--- config.mk ---
export PLATFORM = sky130hd
export DESIGN_NAME = ptr_seq
export DESIGN_NICKNAME = d
export VERILOG_FILES = /design/src/rtl/ptr_seq.sv
export SDC_FILE = /design/constraint.sdc
export NUM_CORES = 1
export LEC_CHECK = 0
export BUFFER_PORTS_ARGS = -buffer_cell sky130_fd_sc_hd__buf_4
export CORE_MARGIN = 2
export CORE_UTILIZATION = 51
export CTS_CLUSTER_SIZE = 12
export DETAILED_ROUTE_END_ITERATION = 16
export PLACE_DENSITY = 0.75
export SYNTH_ARGS = -nofsm -noshare
export SYNTH_HDL_FRONTEND = slang
export SYNTH_SLANG_ARGS = --single-unit
--- constraint.sdc ---
create_clock -name clk -period 2.1 [get_ports clk]
set_input_delay 0.21 -clock clk [delete_from_list [all_inputs] [get_ports clk]]
set_output_delay 0.21 -clock clk [all_outputs]
set_load 0.01 [all_outputs]
--- src/rtl/ptr_seq.sv ---
// Sequencing controller for a 16-bit counting pointer register: LOAD, BURST and READ commands
// are turned into registered, glitch-free load/count/output-enable strobes and a memory handshake.
module ptr_seq #(
   parameter int unsigned LEN_W = 8
) (
   input  logic             clk,
   input  logic             n_rst,
   input  logic             cmd_valid,
   output logic             cmd_ready,
   input  logic [1:0]       cmd_op,
   input  logic [15:0]      cmd_addr,
   input  logic [LEN_W-1:0] cmd_len,
   input  logic             abort,
   output logic             mem_req,
   input  logic             mem_ack,
   output logic [7:0]       di_out,
   output logic             n_we_l,
   output logic             n_we_h,
   output logic             cnt,
   output logic             n_oe_addr,
   output logic             n_oe_dl,
   output logic             n_oe_dh,
   output logic             rd_valid,
   output logic             rd_hi,
   output logic             done,
   output logic             busy
);

   localparam logic [1:0] OpNop   = 2'd0;
   localparam logic [1:0] OpLoad  = 2'd1;
   localparam logic [1:0] OpBurst = 2'd2;
   localparam logic [1:0] OpRead  = 2'd3;

   typedef enum logic [2:0] {
      StIdle,
      StLoadL,
      StLoadH,
      StAcc,
      StStep,
      StReadL,
      StReadH
   } state_t;

   state_t           state_q, state_d;
   logic [15:0]      addr_q, addr_d;
   logic [LEN_W-1:0] rem_q, rem_d;
   logic             done_d;

   always_comb begin
      state_d = state_q;
      addr_d  = addr_q;
      rem_d   = rem_q;
      done_d  = 1'b0;
      unique case (state_q)
         StIdle: begin
            if (cmd_valid) begin
               case (cmd_op)
                  OpLoad: begin
                     addr_d  = cmd_addr;
                     state_d = StLoadL;
                  end
                  OpBurst: begin
                     if (cmd_len == '0) begin
                        done_d = 1'b1;
                     end else begin
                        rem_d   = cmd_len;
                        state_d = StAcc;
                     end
                  end
                  OpRead:  state_d = StReadL;
                  OpNop:   state_d = StIdle;
                  default: state_d = StIdle;
               endcase
            end
         end
         StLoadL: state_d = StLoadH;
         StLoadH: begin
            state_d = StIdle;
            done_d  = 1'b1;
         end
         StAcc: begin
            // abort wins over a simultaneous ack: the access is dropped, pointer not advanced
            if (abort) begin
               state_d = StIdle;
               done_d  = 1'b1;
            end else if (mem_ack) begin
               state_d = StStep;
            end
         end
         StStep: begin
            rem_d = rem_q - 1'b1;
            if (rem_q == LEN_W'(1)) begin
               state_d = StIdle;
               done_d  = 1'b1;
            end else begin
               state_d = StAcc;
            end
         end
         StReadL: state_d = StReadH;
         StReadH: begin
            state_d = StIdle;
            done_d  = 1'b1;
         end
         default: state_d = StIdle;
      endcase
   end

   // Outputs are decoded from the next state and registered, so they track state_q exactly.
   always_ff @(posedge clk or negedge n_rst) begin
      if (!n_rst) begin
         state_q   <= StIdle;
         addr_q    <= '0;
         rem_q     <= '0;
         cmd_ready <= 1'b1;
         busy      <= 1'b0;
         done      <= 1'b0;
         mem_req   <= 1'b0;
         n_oe_addr <= 1'b1;
         cnt       <= 1'b0;
         n_we_l    <= 1'b1;
         n_we_h    <= 1'b1;
         n_oe_dl   <= 1'b1;
         n_oe_dh   <= 1'b1;
         rd_valid  <= 1'b0;
         rd_hi     <= 1'b0;
         di_out    <= 8'h00;
      end else begin
         state_q   <= state_d;
         addr_q    <= addr_d;
         rem_q     <= rem_d;
         cmd_ready <= (state_d == StIdle);
         busy      <= (state_d != StIdle);
         done      <= done_d;
         mem_req   <= (state_d == StAcc);
         n_oe_addr <= (state_d != StAcc);
         cnt       <= (state_d == StStep);
         n_we_l    <= (state_d != StLoadL);
         n_we_h    <= (state_d != StLoadH);
         n_oe_dl   <= (state_d != StReadL);
         n_oe_dh   <= (state_d != StReadH);
         rd_valid  <= (state_d == StReadL) || (state_d == StReadH);
         rd_hi     <= (state_d == StReadH);
         if (state_d == StLoadL) begin
            di_out <= addr_d[7:0];
         end else if (state_d == StLoadH) begin
            di_out <= addr_d[15:8];
         end else begin
            di_out <= 8'h00;
         end
      end
   end

endmodule

Word level (Yosys, flattened, before mapping). Cells that the tools add are included.

Register bits after elaboration: 47. Input port bits: 31. Logic and storage cells: 72.

$add $sub $neg: 1. Equality and inequality tests: 24. Multiplexer cells: 22. Reductions and logical operators: 9.

Operators by type and width (count): $mux 16 (3); $mux 8 (5); $eq 3x3->1 const B (6); $pmux 8 s2 (1); $pmux 3 s5 (1); $eq 3x2->1 const B (4); $mux 3 (4); $pmux 3 s4 (1); $eq 8x1->1 const B (1); $logic_not 8->1 (1); $sub 8x1->8 const B (1); $eq 3x1->1 const B (2); $logic_not 3->1 (2); $ne 3x2->1 const B (2); $ne 3x3->1 const B (2); $mux 1 (5); $eq 2x2->1 const B (2); $ne 2x2->1 const B (2); $pmux 1 s4 (1); $reduce_and 4->1 (1); $ne 3x1->1 const B (1); $reduce_bool 3->1 (1); $eq 2x1->1 const B (1); $logic_not 2->1 (1); other kinds (5) (5).

Depth between registers and ports, before layout. Gate-level depths: netlist of the first run.

Depth after elaboration: 8. Depth in mapped cells: 7.

Worst setup path after synthesis of the first run. OpenSTA, ideal clock, no wires.

Path type: reg2reg. Start point: register state_q[1]. End point: register addr_q[13]. Setup time: 0.127 ns. Arrival: 1.632 ns. Slack: 0.340 ns. Cell stages (with the launch flop): 7. Path buffers: 2. Clock period less this slack: 1.760 ns. Path through: dfrtp_1 buf_2 nor4b_4 and2_1 and2b_1 buf_4 mux2_1.

Longest elaborated chain between the ends: 2.

Ends and longest elaborated chain: from (decl) (RTL line 44) `state_t state_q, state_d;`; from (signal assigned) (RTL line 111) `state_q <= StIdle;`; from (signal assigned) (RTL line 128) `state_q <= state_d;`; $logic_not 3->1 (RTL line 54) `unique case (state_q)`; $mux 16 (RTL line 54); named net addr_d[13] (RTL line 45) `logic [15:0] addr_q, addr_d;`; to (signal assigned) (RTL line 129) `addr_q <= addr_d;`; to (decl) (RTL line 45).

The timed path passes the listed nets, and every way through them passes these cells. A chain may end at the register's enable or synchronous reset.

Worst setup path after layout of the first run.
Start point: register state_q[1]. End point: register addr_q[14].

The elaborated chain is that of the path after synthesis.

==> run summary, run 1 <==
Status: finished clean
Sequential Power Share: 0.444
Gr usage total: 0.2178
Root Driver: clkbuf_4
Critical R2R Launch: state_q[1]$_DFF_PN0_
Synth top area share: 0.4499
Final instance area: 0.002396 mm2
CTS clk-pin slew, worst paths: 120 ps
HPWL Detailed: 3008 um
Die width: 63.99 um
Area of the core: 0.003390 mm2
Worst Tran Pin Value: 468.4 ps
Data required, critical path: 2340 ps
Initial DRC Count: 121
Detailed Routing Iterations Pass 1: 4
# setup viols final: 0
VDD IR-drop max: 0.7668 mV
CP Launch Type: flip-flop
Synthesis-to-finish area growth: 30.54%
Maximum achievable frequency: 0.5336 GHz
R2R cell count: 5
Synth async-reset ratio: 1.000
Setup Crit Path Kind: reg -> reg
PD cells: 1229 mW/mm2
Nets: 248
Worst Hold Path EP: addr_q[8]$_DFF_PN0_
Pleak: 1.116 nW
CP Buf/Inv Count: 1
DR vias/cell: 5.511
Synth Instances: 158
Post-synth top area cell: dfrtp_1
Max-slew violation count: 0
Rows: 21
Main flop type after synthesis: dfrtp_1
Die height: 63.99 um
First-pass GRT wire length: 6755 um
Post-synth EDFFs: 0
Slowest cell on crit path: dfrtp_1
Setup TNS: 0 ps
Top cells by area, synth: dfrtp_1, dfstp_2, mux2_1, a21oi_1, a22o_1
Port Buffer Count: 50
Sw power: 0.9969 mW
Synth cell types: 52
Clock network power share: 0.209
RSZ-0062 raised after global routing: false
Internal power: 1.947 mW
R2R Setup Slk: 230 ps
Proportion of layout cells with a drive suffix above 1: 0.3796
Critical-path cell list: nor4b_4 -> and2_1 -> and2b_1 -> buf_12 -> mux2_1
R2R Path End: addr_q[14]$_DFF_PN0_
Top Ports: 51
Rel. slew slack: 0.6877
Critical Path AT: 2110 ps
Antenna diode count: 0
Placed Area: 0.002281 mm2
Clock sinks: 39
Antenna Violating Nets Remaining: 0
Crit share post-route: 0.8924
Cell area after synthesis: 0.001836 mm2
Tmin final: 1874 ps
Via Count: 1,444
Num CTS Buffers: 5
WHS Path Cells: 2
CTS resizes: 0
Seq/Total Area, Yosys: 0.5358
Gate power share: 0.347
FF+latch count, synth: 39
CP endpoint kind: flip-flop
CTS tree: yes
CTS H-tree depth: 2
Worst Hold Class: in -> reg
Clock skew: 13.39 ps
Max Buffers Root-to-Sink: 2
Syn Nets: 191
Final hold violations: 0
Initial core utilization: 0.5415
GRT overflow: 0
Clock latency on the worst-skew pair: 350 ps
Fill cell count: 260
WL per Instance: 15.23 um
Worst path max stage delay: 520 ps
Maxcap violations: 0
Total wire length: 3990 um
DRC errors left: 0
Hold path start: cmd_addr[8]
Pin count of the biggest net entering global routing: 40
Die Area: 0.004095 mm2
Top delay family on crit path: simple AND/OR/NAND/NOR gates
Worst-path fanout max: 14
Yosys warning total: 0
Sw Share: 0.3386
Initial antenna violation count: 0
Vias in the first global route: 1,472
Avg Cell Area, Syn: 11.62 um2
Gpl congestion: 0.8587
==> area by class of cell <==
type,instances,area [um2],area share
Clock buffer,5,37.54,0.01567
Multi-Input combinational cell,102,769.5,0.3211
Inverter,10,37.54,0.01567
Clock inverter,3,67.56,0.02820
Sequential cell,39,983.4,0.4104
Timing Repair Buffer,57,442.9,0.1849
Tap cell,46,57.56,0.02402
==> stage by stage <==
stage	instances	setup slack, ps	hold WS (ps)	power, mW	util
final	262	225.9	75.63	2.944	0.7069
after global routing	262	122.0	51.18	3.124	0.7069
after CTS	262	227.1	57.34	2.968	0.7069
after detailed placement	253	232.4	206.0	2.340	0.6729
after global placement	253	274.8	194.6	2.294	0.6729
after floorplan	158	340.1	-85.59	1.926	-
==> how the worst max path moves through the flow <==
stage	start	slack [ps]	end	depth (start not counted)
3_5_place_dp	state_q[1]$_DFF_PN0_	230	addr_q[14]$_DFF_PN0_	5
5_1_grt	state_q[1]$_DFF_PN0_	120	addr_q[10]$_DFF_PN0_	5
2_1_floorplan	state_q[1]$_DFF_PN0_	340	addr_q[13]$_DFF_PN0_	6
3_3_place_gp	cmd_len[5]	270	busy$_DFF_PN0_	5
4_1_cts	state_q[1]$_DFF_PN0_	230	addr_q[14]$_DFF_PN0_	5
6_report	state_q[1]$_DFF_PN0_	230	addr_q[14]$_DFF_PN0_	5
==> synth_stat cells (all sizes together), types with 3 or more instances <==
| library cell | number |
|---|---|
| a31oi | 4 |
| dfstp | 6 |
| inv | 9 |
| buf | 6 |
| a21oi | 11 |
| nor4b | 3 |
| nor2 | 8 |
| nand2 | 10 |
| nor4 | 4 |
| mux2 | 9 |
| o21ai | 7 |
| o32a | 3 |
| nor3 | 6 |
| dfrtp | 33 |
| a22o | 5 |
| nand3 | 3 |
| or4 | 3 |
==> power by group through the flow <==
stage          Clock [mW]  Combinational, mW  Sequential (mW)
2_1_floorplan           0              0.641             1.28
3_3_place_gp            0              0.990             1.30
3_5_place_dp            0               1.02             1.32
4_1_cts             0.633               1.03             1.31
5_1_grt             0.662               1.11             1.35
6_report            0.615               1.02             1.31
==> flip-flops by register name (all words and copies together) (netlist names), 3 cells and up <==
| signal | count |
|---|---|
| addr_q | 8 |
| rem_q | 8 |
| state_q | 3 |
| di_out | 8 |
==> cell usage in the layout (no fill, tap or decap), drive strengths merged, types with 5 or more instances in the layout <==
master,instances
nor2,8
buf,56
mux2,9
a21oi,11
dfstp,6
nor3,6
nand2,10
a22o,5
dfrtp,33
inv,9
o21ai,7
clkbuf,5
==> per-layer routing <==
metal,global-route usage,vias to the layer above,wire (um)
li1,-,701,-
met1,0.2718,687,1730
met2,0.3438,48,1925
met3,0.07042,8,243
met4,0.1005,0,90
met5,0,-,0
==> worst reg2reg max path, cell delays in order (launching register included) <==
cell     delay, ps
dfrtp_1        520
nor4b_4        410
and2_1         200
and2b_1        170
buf_12         150
mux2_1         330
==> logic make-up (layout without fill, tap and decap cells) <==
logic type	count (synthesis)	in the layout	share of synthesized area
simple gates	48	48	0.1677
flops	39	39	0.5358
compound gates	42	42	0.1772
buf+inv	17	75	0.04498
mux	10	10	0.06067
fa+ha+maj	2	2	0.01363
==> repair_timing <==
| item | 4_1_cts | 5_1_grt |
|---|---|---|
| setup buffers | 0 | 0 |
| endpoints found under the setup margin | 0 | 0 |
| hold endpoints to repair | 33 | 0 |
| hold buffers | 1 | 0 |
Power figures use the tool's default switching activity.
==> inputs of run 2 (changes only) <==
Settings changed: REMOVE_ABC_BUFFERS from default to 1.
==> run 2 against run 1 <==
  * Register-to-register slack hardly changed
  * Sequential power hardly changed
  * Final cell count is 0.38% higher
  * First-iteration DRC count is 13% lower
  * Wire length is 1.6% lower
  * Fmax is 0.72% higher
  * Setup slack better by 13 ps
  * Via count is 0.76% higher
  * Critical path type unchanged
  * Largest cell class unchanged
==> run summary, run 2 (synthesis results as in run 1) <==
Worst Hold Class: in -> reg
Commonest non-fill, non-tap cell in the layout: buf_4
Sw power: 1.018 mW
RSZ-0062 raised after global routing: false
Gr usage total: 0.2053
Sequential Power Share: 0.449
# setup viols final: 0
Antenna diode count: 0
Initial core utilization: 0.5415
Initial DRC Count: 105
Pre-CTS setup slack: 186.6 ps
Total design power: 2.869 mW
Maxcap violations: 0
CTS resizes: 0
Pin count of the biggest net entering global routing: 40
CTS clk-pin slew, worst paths: 120 ps
Crit share post-route: 0.8860
Vias in the first global route: 1,440
Worst Tran Pin Value: 482.1 ps
Gate power share: 0.377
Hold-fix buffers, CTS: 1
Max-slew violation count: 0
VDD IR-drop max: 0.7088 mV
Root Driver: clkbuf_4
Tmin final: 1861 ps
Die Area: 0.004095 mm2
Proportion of layout cells with a drive suffix above 1: 0.3825
Port Buffer Count: 50
Initial antenna violation count: 0
CP Launch Type: flip-flop
FF/Latch Area: 983.4 um2
Synthesis-to-finish area growth: 29.65%
Rows: 21
Die height: 63.99 um
Total wire length: 3925 um
DRC errors left: 0
Multi-input gate area: 769.5 um2
CP endpoint kind: flip-flop
Biggest regs: addr_q: 8 flops, di_out: 8 flops, rem_q: 8 flops
Setup TNS: 0 ps
Rel. slew slack: 0.6786
Final WS setup: 239.4 ps
Antenna Violating Nets Remaining: 0
Nets: 249
Fill cell count: 249
Status: finished clean
Gpl congestion: 0.9430
Critical Path AT: 2100 ps
Clock sinks: 39
Pleak: 1.116 nW
WL per Instance: 14.92 um
Most frequent cells in the layout: buf_4, dfrtp_1, a21oi_1, nand2_1
First-pass GRT wire length: 6472 um
Clock network power share: 0.174
DR vias/cell: 5.532
Final hold violations: 0
Top Ports: 51
Max Buffers Root-to-Sink: 2
CTS H-tree depth: 2
Area of the core: 0.003390 mm2
Data required, critical path: 2340 ps
PD cells: 1205 mW/mm2
Worst-path fanout max: 9
CTS tree: yes
Internal power: 1.850 mW
HPWL Detailed: 2991 um
Clock latency on the worst-skew pair: 340 ps
Die width: 63.99 um
Sw Share: 0.3550
Hold_ws: 74.76 ps
Setup Crit Path Kind: reg -> reg
Num CTS Buffers: 5
Via Count: 1,455
GRT overflow: 0
Clock skew: 12.21 ps
Share of the core filled with cells: 0.7021
Detailed Routing Iterations Pass 1: 4
Setup Fix Bufs, Post-CTS: 0
Maximum achievable frequency: 0.5375 GHz
-- run 2: changes by cell type in the layout (fill, tap and decap cells not counted) --
cell and change:
clkinv_2 +1, clkinvlp_4 -1, bufinv_16 -1, clkinv_4 +1
buf_4 +1
-- run 2: final cells by class --
type / instances / area share
Sequential cell: 39 / 0.4132
Multi-Input combinational cell: 102 / 0.3233
Timing Repair Buffer: 58 / 0.1893
Tap cell: 46 / 0.02419
Clock inverter: 3 / 0.01840
Clock buffer: 5 / 0.01577
Inverter: 10 / 0.01577
-- run 2: layer usage --
| metal | up-vias | share of wire | track usage |
|---|---|---|---|
| met2 | 59 | 0.49 | 0.3398 |
| met4 | 0 | 0.0099 | 0.05707 |
| met5 | - | 0 | 0 |
| li1 | 700 | - | - |
| met3 | 8 | 0.072 | 0.06514 |
| met1 | 688 | 0.43 | 0.2588 |
-- run 2: stage by stage --
step / instances / cell area (um2)
floorplan: 151 / 1790
global placement: 254 / 2288
detailed placement: 254 / 2288
CTS: 263 / 2380
global route: 263 / 2380
finish: 263 / 2380
-- run 2: worst paths after layout --
kind	from	endpoint	slack [ps]	depth (start not counted)
worst max-delay path	state_q[2]$_DFF_PN0_	rem_q[7]$_DFFE_PN0P_	240	4
worst min-delay path	cmd_op[0]	n_oe_dl$_DFF_PN1_	70	2
worst max register to register	state_q[2]$_DFF_PN0_	rem_q[7]$_DFFE_PN0P_	240	4
worst min register to register	addr_q[14]$_DFF_PN0_	addr_q[14]$_DFF_PN0_	500	1
max in group asynchronous	n_rst	cmd_ready$_DFF_PN1_	1380	2
min in group asynchronous	n_rst	rem_q[0]$_DFFE_PN0P_	350	2
-- run 2: worst max-delay path, stage by stage (launching register included) --
cell     delay, ps
dfrtp_1        560
or3b_1         560
nor4b_2        350
a21oi_1        110
o32a_1         180
-- run 2: power groups by stage --
stage	Clock [mW]	Combinational, mW	Sequential [mW]
CTS	0.513	1.08	1.29
finish	0.498	1.08	1.29
global placement	0	1.05	1.28
floorplan	0	0.556	1.33
global route	0.544	1.18	1.32
detailed placement	0	1.08	1.30
==> inputs of run 3 (changes only) <==
Settings changed: CORE_UTILIZATION 51 to 53, CTS_BUF_LIST from default to sky130_fd_sc_hd__clkbuf_4, HOLD_SLACK_MARGIN from default to 0.15, PLACE_DENSITY 0.75 to 0.78.
==> run 3 against run 2 <==
  * Sequential power hardly changed
  * Power is 3.2% lower
  * Clock skew hardly changed
  * Highest routed layer unchanged
  * Critical path type unchanged
  * Setup slack worse by 34 ps
  * Hold slack better by 96 ps
  * Critical path depth is 1 higher
  * First-iteration DRC count is 15% lower
==> run summary, run 3 (synthesis results as in run 1) <==
Status: finished clean
Proportion of layout cells with a drive suffix above 1: 0.3476
R2R Path End: addr_q[15]$_DFF_PN0_
Final WS setup: 205.8 ps
Hold path start: mem_ack
Final hold violations: 0
Biggest regs: addr_q: 8 flops, di_out: 8 flops, rem_q: 8 flops
Final instance area: 0.002521 mm2
RSZ-0062 raised after global routing: false
Die height: 62.85 um
GRT overflow: 0
CP endpoint kind: flip-flop
Top Ports: 51
Initial DRC Count: 89
Synthesis-to-finish area growth: 37.36%
Antenna Violating Nets Remaining: 0
Clock latency on the worst-skew pair: 350 ps
Most frequent cells in the layout: buf_4, dfrtp_1, dlygate4sd3_1, a21oi_1, nand2_1
Root Driver: clkbuf_4
Pin count of the biggest net entering global routing: 40
WHS Path Cells: 2
HPWL Detailed: 2989 um
VDD IR-drop max: 0.6815 mV
Worst-path fanout max: 14
Initial core utilization: 0.5501
Vias in the first global route: 1,567
PD cells: 1101 mW/mm2
Clock skew: 11.81 ps
Worst Tran Pin Value: 470.8 ps
Critical R2R Launch: state_q[1]$_DFF_PN0_
DRC errors left: 0
Commonest non-fill, non-tap cell in the layout: buf_4
Max Buffers Root-to-Sink: 2
CTS tree: yes
DR vias/cell: 5.552
Worst Hold Path EP: cnt$_DFF_PN0_
Pre-CTS setup slack: 145.8 ps
Rows: 21
Hold-fix buffers, CTS: 19
Total design power: 2.776 mW
Area of the core: 0.003337 mm2
CTS resizes: 0
Die Area: 0.003950 mm2
Clock sinks: 39
R2R cell count: 5
# setup viols final: 0
Gr usage total: 0.2476
Initial antenna violation count: 0
CTS H-tree depth: 2
Gpl congestion: 0.8557
Pleak: 1.165 nW
Maxcap violations: 0
Worst Hold Class: in -> reg
CP Launch Type: flip-flop
First-pass GRT wire length: 7493 um
Total wire length: 4423 um
R2R Setup Slk: 210 ps
Maximum achievable frequency: 0.5279 GHz
Setup Crit Path Kind: reg -> reg
Crit share post-route: 0.9020
Tmin final: 1894 ps
Num CTS Buffers: 5
Die width: 62.85 um
Data required, critical path: 2340 ps
Hold_ws: 170.6 ps
Rel. slew slack: 0.6861
Critical Path AT: 2130 ps
Max-slew violation count: 0
Placed Area: 0.002273 mm2
Detailed Routing Iterations Pass 1: 4
CTS clk-pin slew, worst paths: 110 ps
Via Count: 1,549
WL per Instance: 15.85 um
Setup Fix Bufs, Post-CTS: 0
Nets: 265
Port Buffer Count: 50
Setup TNS: 0 ps
Antenna diode count: 0
run 3: cell types whose count changed in the layout (fill, tap and decap cells not counted), sizes merged:
cell / previous run / this run
dlygate4sd3: 1 / 19
clkinv: 3 / 2
clkinvlp: 0 / 1
buf: 57 / 55
bufinv: 1 / 0
clkbuf: 5 / 6
run 3: layout make-up:
class | instances | area (um2)
multi-input cells | 102 | 769.5
clock buffers | 6 | 45.04
fillers | 239 | 815.8
flip-flops and latches | 39 | 983.4
well taps | 46 | 57.56
clock inverters | 2 | 12.51
repair buffers | 74 | 615.6
inverters | 10 | 37.54
run 3: how the worst max path moves through the flow:
stage | cells after the start | start | slack (ps) | to
6_report | 5 | state_q[1]$_DFF_PN0_ | 210 | addr_q[15]$_DFF_PN0_
4_1_cts | 5 | state_q[1]$_DFF_PN0_ | 210 | addr_q[12]$_DFF_PN0_
3_5_place_dp | 5 | cmd_len[0] | 150 | rem_q[1]$_DFFE_PN0P_
2_1_floorplan | 4 | state_q[2]$_DFF_PN0_ | 190 | addr_q[10]$_DFF_PN0_
3_3_place_gp | 5 | cmd_len[0] | 200 | rem_q[1]$_DFFE_PN0P_
5_1_grt | 5 | state_q[1]$_DFF_PN0_ | 120 | addr_q[15]$_DFF_PN0_
run 3: through the flow:
stage,util,instances
after floorplan,-,151
after CTS,0.7555,279
after global placement,0.6813,252
after global routing,0.7555,279
after detailed placement,0.6813,252
final,0.7555,279
run 3: power by group:
group / internal [mW] / switching (mW)
Combinational: 0.547 / 0.537
Sequential: 1.06 / 0.250
Clock: 0.142 / 0.244
run 3: critical path, stage by stage, from the launching register on:
cell and delay [ps]:
dfrtp_1 530, nor4b_4 410, and2_1 200, and2b_1 170
buf_12 150, mux2_1 320
run 3: routing by layer:
layer / global-route usage / part of all wire
met4: 0.08056 / 0.021
met5: 0 / 0
met3: 0.06486 / 0.056
met1: 0.3174 / 0.44
met2: 0.4099 / 0.49
